--- src/rtl/armleocpu_jtag_dmi_ctrl.sv ---
// rtl/armleocpu_jtag_dmi_ctrl.sv - RISC-V DTM DTMCS/DMI data registers and DMI request/response sequencer
module armleocpu_jtag_dmi_ctrl #(
  parameter int                   IR_LENGTH = 5,
  parameter int                   ABITS     = 7,
  parameter logic [IR_LENGTH-1:0] IR_DTMCS  = 5'h10,
  parameter logic [IR_LENGTH-1:0] IR_DMI    = 5'h11
) (
  input  logic                 clk,
  input  logic                 rst,
  input  logic [IR_LENGTH-1:0] ir_i,
  input  logic                 trst_ni,
  input  logic                 capture_i,
  input  logic                 shift_i,
  input  logic                 update_i,
  input  logic                 td_i,
  output logic                 tdo_o,
  output logic                 dmi_req_valid_o,
  input  logic                 dmi_req_ready_i,
  output logic [ABITS-1:0]     dmi_req_addr_o,
  output logic [31:0]          dmi_req_data_o,
  output logic [1:0]           dmi_req_op_o,
  input  logic                 dmi_resp_valid_i,
  output logic                 dmi_resp_ready_o,
  input  logic [31:0]          dmi_resp_data_i,
  input  logic [1:0]           dmi_resp_op_i
);

  localparam int DMI_W = ABITS + 34;

  typedef enum logic [1:0] {S_IDLE, S_REQ, S_WAIT_RESP} state_e;

  state_e             fsm_q, fsm_d;
  logic               req_valid_q, req_valid_d;
  logic               resp_ready_q, resp_ready_d;
  logic [ABITS-1:0]   req_addr_q, req_addr_d;
  logic [31:0]        req_data_q, req_data_d;
  logic [1:0]         req_op_q, req_op_d;
  logic [1:0]         dmistat_q, dmistat_d;
  logic [31:0]        dtmcs_sr_q, dtmcs_sr_d;
  logic [DMI_W-1:0]   dmi_sr_q, dmi_sr_d;
  logic [ABITS-1:0]   last_addr_q, last_addr_d;
  logic [31:0]        last_data_q, last_data_d;
  logic               discard_q, discard_d;

  logic               dtmcs_sel, dmi_sel, in_flight;
  logic [1:0]         sr_op;

  assign dtmcs_sel = (ir_i == IR_DTMCS);
  assign dmi_sel   = (ir_i == IR_DMI);
  assign sr_op     = dmi_sr_q[1:0];
  // A transaction finishing this very cycle must not leave discard armed for the next one.
  assign in_flight = (fsm_q == S_REQ) || ((fsm_q == S_WAIT_RESP) && !dmi_resp_valid_i);

  always_comb begin
    fsm_d       = fsm_q;
    req_addr_d  = req_addr_q;
    req_data_d  = req_data_q;
    req_op_d    = req_op_q;
    dmistat_d   = dmistat_q;
    dtmcs_sr_d  = dtmcs_sr_q;
    dmi_sr_d    = dmi_sr_q;
    last_addr_d = last_addr_q;
    last_data_d = last_data_q;
    discard_d   = discard_q;

    case (fsm_q)
      S_REQ: if (dmi_req_ready_i) fsm_d = S_WAIT_RESP;
      S_WAIT_RESP: begin
        if (dmi_resp_valid_i) begin
          fsm_d = S_IDLE;
          if (discard_q) begin
            discard_d = 1'b0;
          end else begin
            if (req_op_q == 2'd1) last_data_d = dmi_resp_data_i;
            if ((dmistat_q == 2'd0) && (dmi_resp_op_i != 2'd0)) dmistat_d = dmi_resp_op_i;
          end
        end
      end
      default: ;
    endcase

    // TAP-side events are applied after the response so busy/reset override it.
    if (!trst_ni) begin
      dmistat_d  = 2'd0;
      dtmcs_sr_d = '0;
      dmi_sr_d   = '0;
      if (in_flight) discard_d = 1'b1;
    end else if (capture_i) begin
      if (dtmcs_sel) begin
        dtmcs_sr_d = {14'b0, 2'b0, 1'b0, 3'd1, dmistat_q, 6'(ABITS), 4'd1};
      end else if (dmi_sel) begin
        if (fsm_q != S_IDLE) begin
          dmi_sr_d = {last_addr_q, 32'h0, 2'd3};
          if (dmistat_q == 2'd0) dmistat_d = 2'd3;
        end else begin
          dmi_sr_d = {last_addr_q, last_data_q, dmistat_q};
        end
      end
    end else if (shift_i) begin
      if (dtmcs_sel)    dtmcs_sr_d = {td_i, dtmcs_sr_q[31:1]};
      else if (dmi_sel) dmi_sr_d   = {td_i, dmi_sr_q[DMI_W-1:1]};
    end else if (update_i) begin
      if (dtmcs_sel) begin
        if (dtmcs_sr_q[17]) begin
          dmistat_d = 2'd0;
          if (in_flight) discard_d = 1'b1;
        end else if (dtmcs_sr_q[16]) begin
          dmistat_d = 2'd0;
        end
      end else if (dmi_sel) begin
        if (fsm_q != S_IDLE) begin
          if (dmistat_q == 2'd0) dmistat_d = 2'd3;
        end else if ((dmistat_q == 2'd0) && ((sr_op == 2'd1) || (sr_op == 2'd2))) begin
          fsm_d       = S_REQ;
          req_addr_d  = dmi_sr_q[DMI_W-1:34];
          req_data_d  = dmi_sr_q[33:2];
          req_op_d    = sr_op;
          last_addr_d = dmi_sr_q[DMI_W-1:34];
        end
      end
    end

    req_valid_d  = (fsm_d == S_REQ);
    resp_ready_d = (fsm_d == S_WAIT_RESP);
  end

  always_ff @(posedge clk) begin
    if (rst) begin
      fsm_q        <= S_IDLE;
      req_valid_q  <= 1'b0;
      resp_ready_q <= 1'b0;
      req_addr_q   <= '0;
      req_data_q   <= '0;
      req_op_q     <= '0;
      dmistat_q    <= '0;
      dtmcs_sr_q   <= '0;
      dmi_sr_q     <= '0;
      last_addr_q  <= '0;
      last_data_q  <= '0;
      discard_q    <= 1'b0;
    end else begin
      fsm_q        <= fsm_d;
      req_valid_q  <= req_valid_d;
      resp_ready_q <= resp_ready_d;
      req_addr_q   <= req_addr_d;
      req_data_q   <= req_data_d;
      req_op_q     <= req_op_d;
      dmistat_q    <= dmistat_d;
      dtmcs_sr_q   <= dtmcs_sr_d;
      dmi_sr_q     <= dmi_sr_d;
      last_addr_q  <= last_addr_d;
      last_data_q  <= last_data_d;
      discard_q    <= discard_d;
    end
  end

  assign tdo_o            = dtmcs_sel ? dtmcs_sr_q[0] : (dmi_sel ? dmi_sr_q[0] : 1'b0);
  assign dmi_req_valid_o  = req_valid_q;
  assign dmi_resp_ready_o = resp_ready_q;
  assign dmi_req_addr_o   = req_addr_q;
  assign dmi_req_data_o   = req_data_q;
  assign dmi_req_op_o     = req_op_q;

endmodule
--- config.mk ---
export PLATFORM = sky130hd
export DESIGN_NAME = armleocpu_jtag_dmi_ctrl
export DESIGN_NICKNAME = d
export VERILOG_FILES = /design/src/rtl/armleocpu_jtag_dmi_ctrl.sv
export SDC_FILE = /design/constraint.sdc
export NUM_CORES = 1
export LEC_CHECK = 0
export CAP_MARGIN = 20
export CORE_MARGIN = 8
export CORE_UTILIZATION = 56
export CTS_BUF_LIST = sky130_fd_sc_hd__clkbuf_2 sky130_fd_sc_hd__clkbuf_4 sky130_fd_sc_hd__clkbuf_8
export DETAILED_ROUTE_END_ITERATION = 16
export GPL_ROUTABILITY_DRIVEN = 0
export PLACE_DENSITY_LB_ADDON = 0.25
export SYNTH_ARGS = -nofsm -noshare
export SYNTH_HDL_FRONTEND = slang
export SYNTH_SLANG_ARGS = --single-unit
--- constraint.sdc ---
create_clock -name clk -period 2.4 [get_ports clk]
set_input_delay 0.24 -clock clk [delete_from_list [all_inputs] [get_ports clk]]
set_output_delay 0.24 -clock clk [all_outputs]
set_load 0.05 [all_outputs]
==> results of run 1 <==
==> per-stage QoR <==
stage                     instances  area (um2)
after floorplan                 761        6250
after global placement          943        7300
after detailed placement        943        7300
after CTS                       974        7700
after global routing            974        7700
final                           974        7700
==> flip-flops by register name, indices dropped and copies added (netlist names) <==
signal and flops:
dmistat_q 2, dmi_resp_ready_o 1, last_addr_q 7, discard_q 1, dmi_sr_q 41, dtmcs_sr_q 32, fsm_q 2, dmi_req_op_o 2
dmi_req_data_o 32, last_data_q 32, dmi_req_valid_o 1
==> area by class of cell <==
type	count	area [um2]	share of cell area, %
multi-input cells	528	2880	37.3
inverters	6	22.5	0.292
clock inverters	7	90.1	1.17
clock buffers	24	318	4.12
flip-flops and latches	153	3060	39.8
well taps	140	175	2.27
repair buffers	116	1160	15.1
==> layer usage <==
metal	up-vias	GRT usage (%)	wire length, um
met5	-	0	0
met4	0	9.02	341
met3	23	6.06	952
met2	163	35.7	7630
met1	2675	25.4	6690
li1	2784	-	-
==> cell families (layout without fill, tap and decap cells) <==
logic type	after synthesis	in the layout	synth area share [%]
adders and majority gates	3	3	0.600
and+or+nand+nor	319	319	25.1
buffers and inverters	80	153	5.30
xor gates and xnor gates	1	1	0.140
AOI/OAI and AO/OA	194	194	18.1
DFF	153	153	49.0
muxes	11	11	1.76
==> worst min-delay path by stage <==
| stage | endpoint | slack [ns] |
|---|---|---|
| 3_5_place_dp | dtmcs_sr_q[13] | 0.45 |
| 5_1_grt | dtmcs_sr_q[11] | 0.25 |
| 2_1_floorplan | last_data_q[0] | 0.38 |
| 3_3_place_gp | dtmcs_sr_q[27] | 0.44 |
| 4_1_cts | dtmcs_sr_q[11] | 0.23 |
| 6_report | dtmcs_sr_q[11] | 0.25 |
==> synthesized netlist by cell type, drive strengths merged <==
| cell | n | share of area, % |
|---|---|---|
| a211oi | 9 | 1.1 |
| a21oi | 102 | 8.2 |
| a311oi | 32 | 4.5 |
| a31oi | 6 | 0.60 |
| and2 | 1 | 0.10 |
| and3 | 1 | 0.10 |
| and3b | 2 | 0.28 |
| buf | 16 | 1.5 |
| clkbuf | 58 | 3.5 |
| dfxtp | 153 | 49 |
| ha | 3 | 0.60 |
| inv | 6 | 0.36 |
| mux2i | 11 | 1.8 |
| nand2 | 93 | 5.6 |
| nand2b | 37 | 3.7 |
| nand3 | 77 | 6.2 |
| nand3b | 27 | 3.2 |
| nor2 | 58 | 3.5 |
| nor2b | 2 | 0.20 |
| nor3 | 13 | 1.2 |
| nor3b | 1 | 0.20 |
| nor4 | 2 | 0.20 |
| nor4b | 1 | 0.14 |
| o21ai | 43 | 3.4 |
| o32a | 2 | 0.32 |
| or3 | 1 | 0.10 |
| or4 | 1 | 0.12 |
| or4b | 2 | 0.32 |
| xnor2 | 1 | 0.14 |
==> worst min-delay path, stage by stage <==
cell	delay (ns)
buf_2	0.14
mux2i_1	0.17
a211oi_1	0.09
==> power by group through the flow <==
stage | clock network (mW) | registers (mW) | logic (mW)
floorplan | 0 | 2.60 | 0.110
finish | 1.97 | 2.55 | 0.225
global placement | 0 | 2.60 | 0.218
detailed placement | 0 | 2.61 | 0.223
global route | 2.11 | 2.55 | 0.240
CTS | 2.00 | 2.55 | 0.224
==> summary.md, run 1 <==
| Metric | Value |
|---|---|
| Status | finished clean |
| Via count | 5645 |
| Crit path launch | ir_i[3] |
| CP max stage cell | or4b_1 |
| Fin crit period | 2.05 ns |
| Global-route wire length before repair | 26.0 mm |
| WL/cell | 16.0 um |
| Vias/cell | 5.80 |
| Hold Buf Count CTS | 0 |
| Setup-failing EPs final | 0 |
| I/O Pins | 92 |
| Final ANT Viol Nets | 0 |
| Worst path required time | 2.16 ns |
| Final period util | 85.4% |
| Leading cell type in the layout, fill and taps excluded | dfxtp_1 |
| Synthesized area | 0.00625 mm2 |
| Post-CTS resize count | 0 |
| Worst setup EP type | output port |
| Levels on crit path | 6 |
| Row cnt | 38 |
| R2r startpoint | fsm_q[1] |
| Gr usage total | 21.4% |
| Post-synthesis register bit count | 153 |
| Synth warnings | 0 |
| Clock sink count | 153 |
| Final Core Density | 70.8% |
| Total power | 4.74 mW |
| Die X | 122 um |
| Crit start category | primary input |
| Net Switching | 1.01 mW |
| TritonCTS buffer count | 17 |
| CTS tree | done |
| VDD IR max | 0.403 mV |
| Worst reg2reg endpoint | last_addr_q[3] |
| Final #Nets | 873 |
| Hold path cells | 3 |
| Net count after synthesis | 812 |
| Area growth syn-to-layout | 23.2% |
| Buf+Inv Stages, Crit Path | 2 |
| Starting Density | 57.4% |
| Core Region | 0.0109 mm2 |
| Clock skew | 0.00669 ns |
| Die height | 122 um |
| Worst Hold Class | primary input to flop |
| Critical path's top delay family | simple AND/OR/NAND/NOR gates |
| Critical-path cell list | clkdlybuf4s50_1, or4b_1, nor2_1, nand2_1, nand2_1, buf_12 |
| Sw frac | 21.4% |
| Clk pwr share | 41.5% |
| Top cell by count, worst path | nand2_1 |
| Commonest non-fill, non-tap cells in the layout | 153 x dfxtp_1, 102 x a21oi_1, 93 x nand2_1 |
| RSZ-0062 raised after global routing | false |
| Post-Route WL | 15.6 mm |
| Critical hold path startpoint | capture_i |
| FILL cells | 891 |
| Comb power frac | 4.8% |
| Place WS | 0.0259 ns |
| Distinct cell type count after synthesis | 34 |
| Clock-pin slew of the registers on the worst-case setup and hold paths | 0.08 ns |
| CTS Root Cell | clkbuf_8 |
| Slew @ Worst Pin | 0.793 ns |
| Max Cap Viol | 0 |
| Crit path to | tdo_o |
| Cell Int Power | 3.73 mW |
| LEAKAGE | 2.36 nW |
| Initial antenna violation count | 0 |
| Mapped Cells | 761 |
| DPL Wire Length | 10.2 mm |
| Grt ovf | 0 |
| PortBufs | 91 |
| Crit Path Class | primary input to output port |
| H-tree levels | 4 |
| Drt first pass iters | 5 |
| Max FO, Critical Path | 4 |
| Antenna cell count | 0 |
| Worst setup margin | 0.351 ns |
| Initial DRC count | 513 |
| WHS | 0.245 ns |
| Slowest stage delay, CP | 0.66 ns |
| Flop pwr share | 53.7% |
| Share of cells above drive strength 1 | 7.67% |
| R2R depth | 7 |
| Post-CTS Setup Bufs | 0 |
| Full die area | 0.0148 mm2 |
| Relative slew slack | 47.1% |
| Worst path arrival time | 1.81 ns |
| Number of global-route vias before repair | 5473 |
| Syn_area_per_cell | 8.22 um2 |
| Pins Over Slew Limit | 0 |
| Fmax achieved | 488 MHz |
| Final TNS setup | 0 ns |
| Hold Vio Cnt, Final | 0 |
| CTS max path bufs | 2 |
| Reg2reg setup slack | 0.50 ns |
| Largest net degree at the start of global routing | 79 |
| Worst-Skew Late Latency | 0.44 ns |
| DRC viols | 0 |
| Sequential share of the synthesized area | 49.0% |
| Power per cell area | 615 mW/mm2 |
(Power assumes the default switching activity.)
==> run 2: changes to the inputs <==
Settings changed: GPL_TIMING_DRIVEN set to 0.
==> run 2 against run 1 <==
  * Utilization up 0.90 points
  * Clock power up 12%
  * Combinational power rose by 7%
  * Register-to-register slack got worse by 0.44 ns
  * Hold slack better by 0.075 ns
  * Via count increased by 5.2%
  * First-iteration DRC count fell by 8.2%
  * Routed wire length up 11%
  * Largest cell class unchanged
==> summary.md, run 2 (same netlist as run 1, synthesis figures left out) <==
| Metric | Value |
|---|---|
| Cells after DPL | 991 (was 943) |
| Die height | 122 um (unchanged) |
| Via count | 5936 (was 5645) |
| Critical path's top delay family | buffers and inverters (was simple AND/OR/NAND/NOR gates) |
| Crit path to | dmi_req_data_o[20] (was tdo_o) |
| Post-Route WL | 17.3 mm (was 15.6 mm) |
| H-tree levels | 4 (unchanged) |
| Buf+Inv Stages, Crit Path | 4 (was 2) |
| Fmax achieved | 427 MHz (was 488 MHz) |
| RSZ-0062 raised after global routing | false (unchanged) |
| Power per cell area | 640 mW/mm2 (was 615 mW/mm2) |
| VDD IR max | 0.498 mV (was 0.403 mV) |
| Worst-Skew Late Latency | 0.46 ns (was 0.44 ns) |
| Final TNS setup | 0 ns (unchanged) |
| Commonest non-fill, non-tap cells in the layout | 153 x dfxtp_1, 102 x a21oi_1, 93 x nand2_1 (unchanged) |
| Setup-failing EPs final | 0 (unchanged) |
| Max reg flops | 41 (unchanged) |
| Hold Vio Cnt, Final | 0 (unchanged) |
| Row cnt | 38 (unchanged) |
| Net Switching | 1.06 mW (was 1.01 mW) |
| Initial antenna violation count | 0 (unchanged) |
| Global-route wire length before repair | 28.1 mm (was 26.0 mm) |
| Register Area | 0.00306 mm2 (unchanged) |
| Pins Over Slew Limit | 0 (unchanged) |
| Clock-pin slew of the registers on the worst-case setup and hold paths | 0.08 ns (about the same) |
| Vias/cell | 5.81 (was 5.80) |
| Clock sink count | 153 (unchanged) |
| Fin crit period | 2.34 ns (was 2.05 ns) |
| Final Non-Filler Cells | 1021 (was 974) |
| Worst path required time | 2.72 ns (was 2.16 ns) |
| CTS tree | done (unchanged) |
| WL/cell | 17.0 um (was 16.0 um) |
| Full die area | 0.0148 mm2 (unchanged) |
| Clk pwr share | 44.1% (was 41.5%) |
| Critical-path cell list | inv_1, ha_1, buf_2, nand3_1, or4_1, clkbuf_1, buf_2, o21ai_0, a21oi_1 (was clkdlybuf4s50_1, or4b_1, nor2_1, nand2_1, nand2_1, buf_12) |
| Slowest stage delay, CP | 0.42 ns (was 0.66 ns) |
| Gr usage total | 23.4% (was 21.4%) |
| Largest net degree at the start of global routing | 17 (was 79) |
| Cell Int Power | 3.93 mW (was 3.73 mW) |
| R2r startpoint | fsm_q[1] (unchanged) |
| PortBufs | 90 (was 91) |
| CTS max path bufs | 2 (unchanged) |
| Relative slew slack | 54.7% (was 47.1%) |
| Slew @ Worst Pin | 0.680 ns (was 0.793 ns) |
| Levels on crit path | 9 (was 6) |
| Final period util | 97.6% (was 85.4%) |
| Status | finished clean (unchanged) |
| R2R depth | 9 (was 7) |
| Starting Density | 57.4% (unchanged) |
| Core Region | 0.0109 mm2 (unchanged) |
| Antenna cell count | 0 (unchanged) |
| CTS Root Cell | clkbuf_8 (unchanged) |
| Final ANT Viol Nets | 0 (unchanged) |
| Top cell by count, worst path | buf_2 (was nand2_1) |
| Reg2reg setup slack | 0.06 ns (was 0.50 ns) |
| I/O Pins | 92 (unchanged) |
| DRC viols | 0 (unchanged) |
| DPL Wire Length | 12.5 mm (was 10.2 mm) |
| Multi-input logic area | 0.00288 mm2 (about the same) |
| Worst setup EP type | flop (was output port) |
| Die X | 122 um (unchanged) |
| Clock skew | 0.0111 ns (was 0.00669 ns) |
| Hold Buf Count CTS | 0 (unchanged) |
| Drt first pass iters | 5 (unchanged) |
| Crit Path Class | flop to flop (was primary input to output port) |
| Worst path arrival time | 2.66 ns (was 1.81 ns) |
| Number of global-route vias before repair | 5847 (was 5473) |
| Final #Nets | 921 (was 873) |
| Flop pwr share | 51.0% (was 53.7%) |
| Crit path launch | fsm_q[1] (was ir_i[3]) |
| Leading cell type in the layout, fill and taps excluded | dfxtp_1 (unchanged) |
| Max FO, Critical Path | 10 (was 4) |
| Share of cells above drive strength 1 | 6.36% (was 7.67%) |
| Sw frac | 21.2% (was 21.4%) |
| TritonCTS buffer count | 17 (unchanged) |
| Worst Hold Class | primary input to flop (unchanged) |
| CP max stage cell | or4_1 (was or4b_1) |
| Largest Register | dmi_sr_q (unchanged) |
| LEAKAGE | 2.38 nW (was 2.36 nW) |
| Crit start category | flop (was primary input) |
| FILL cells | 879 (was 891) |
| Initial DRC count | 471 (was 513) |
| Max Cap Viol | 0 (unchanged) |
| Area growth syn-to-layout | 24.7% (was 23.2%) |
| Worst reg2reg endpoint | dmi_req_data_o[20] (was last_addr_q[3]) |
| Grt ovf | 0 (unchanged) |
| Comb power frac | 4.8% (about the same) |
==> run 2: worst min-delay path, cell delays in order <==
cell and delay (ns):
clkdlybuf4s50_1 0.40, nand2_1 0.06, a21oi_1 0.05
==> run 2: how the worst min path moves through the flow <==
stage | startpoint | endpoint | slack (ns) | cells past startpoint
global route | dmi_resp_data_i[21] | last_data_q[21] | 0.30 | 3
CTS | dmi_resp_data_i[20] | last_data_q[20] | 0.31 | 3
finish | dmi_resp_data_i[21] | last_data_q[21] | 0.32 | 3
global placement | dtmcs_sr_q[25] | dtmcs_sr_q[25] | 0.44 | 2
floorplan | dmi_resp_data_i[0] | last_data_q[0] | 0.38 | 2
detailed placement | dtmcs_sr_q[22] | dtmcs_sr_q[22] | 0.44 | 2
==> run 2: layout make-up <==
type	instances	area share, %
multi-input cells	528	36.9
well taps	140	2.25
clock buffers	21	3.46
repair buffers	90	11.6
clock inverters	9	2.21
inverters	6	0.289
plain buffers	74	4.04
flip-flops and latches	153	39.3
==> run 2: through the flow <==
stage / setup slack, ns / hold WS (ns) / power [mW] / util [%] / instance area [um2]
finish: 0.0575 / 0.320 / 4.99 / 71.7 / 7800
global route: 0.0154 / 0.304 / 5.14 / 71.7 / 7800
CTS: 0.0717 / 0.313 / 4.99 / 71.5 / 7780
detailed placement: -0.413 / 0.445 / 2.84 / 67.3 / 7330
global placement: -0.382 / 0.438 / 2.83 / 67.3 / 7330
floorplan: 0.545 / 0.376 / 2.71 / - / 6250
==> run 2: power by group through the flow <==
stage,clock network [mW],logic (mW),registers (mW)
after detailed placement,0,0.234,2.61
after floorplan,0,0.110,2.60
final,2.20,0.241,2.55
after global placement,0,0.228,2.60
after CTS,2.21,0.236,2.55
after global routing,2.34,0.257,2.55
==> run 2: repair_timing <==
action                     4_1_cts  5_1_grt
gates resized for setup          4       14
setup endpoints to repair       42       41
buffers inserted                 0        0
==> run 2: layer usage <==
metal / global-route usage, % / share of wire [%]
met5: 0 / 0
met4: 9.87 / 2.3
met3: 7.22 / 6.5
met2: 38.9 / 49
met1: 27.6 / 42
==> run 3: changes to the inputs <==
Settings changed: CTS_CLUSTER_DIAMETER set to 30.
==> results of run 3 <==
The final DEF is identical to that of run 2; final timing and power are the same.
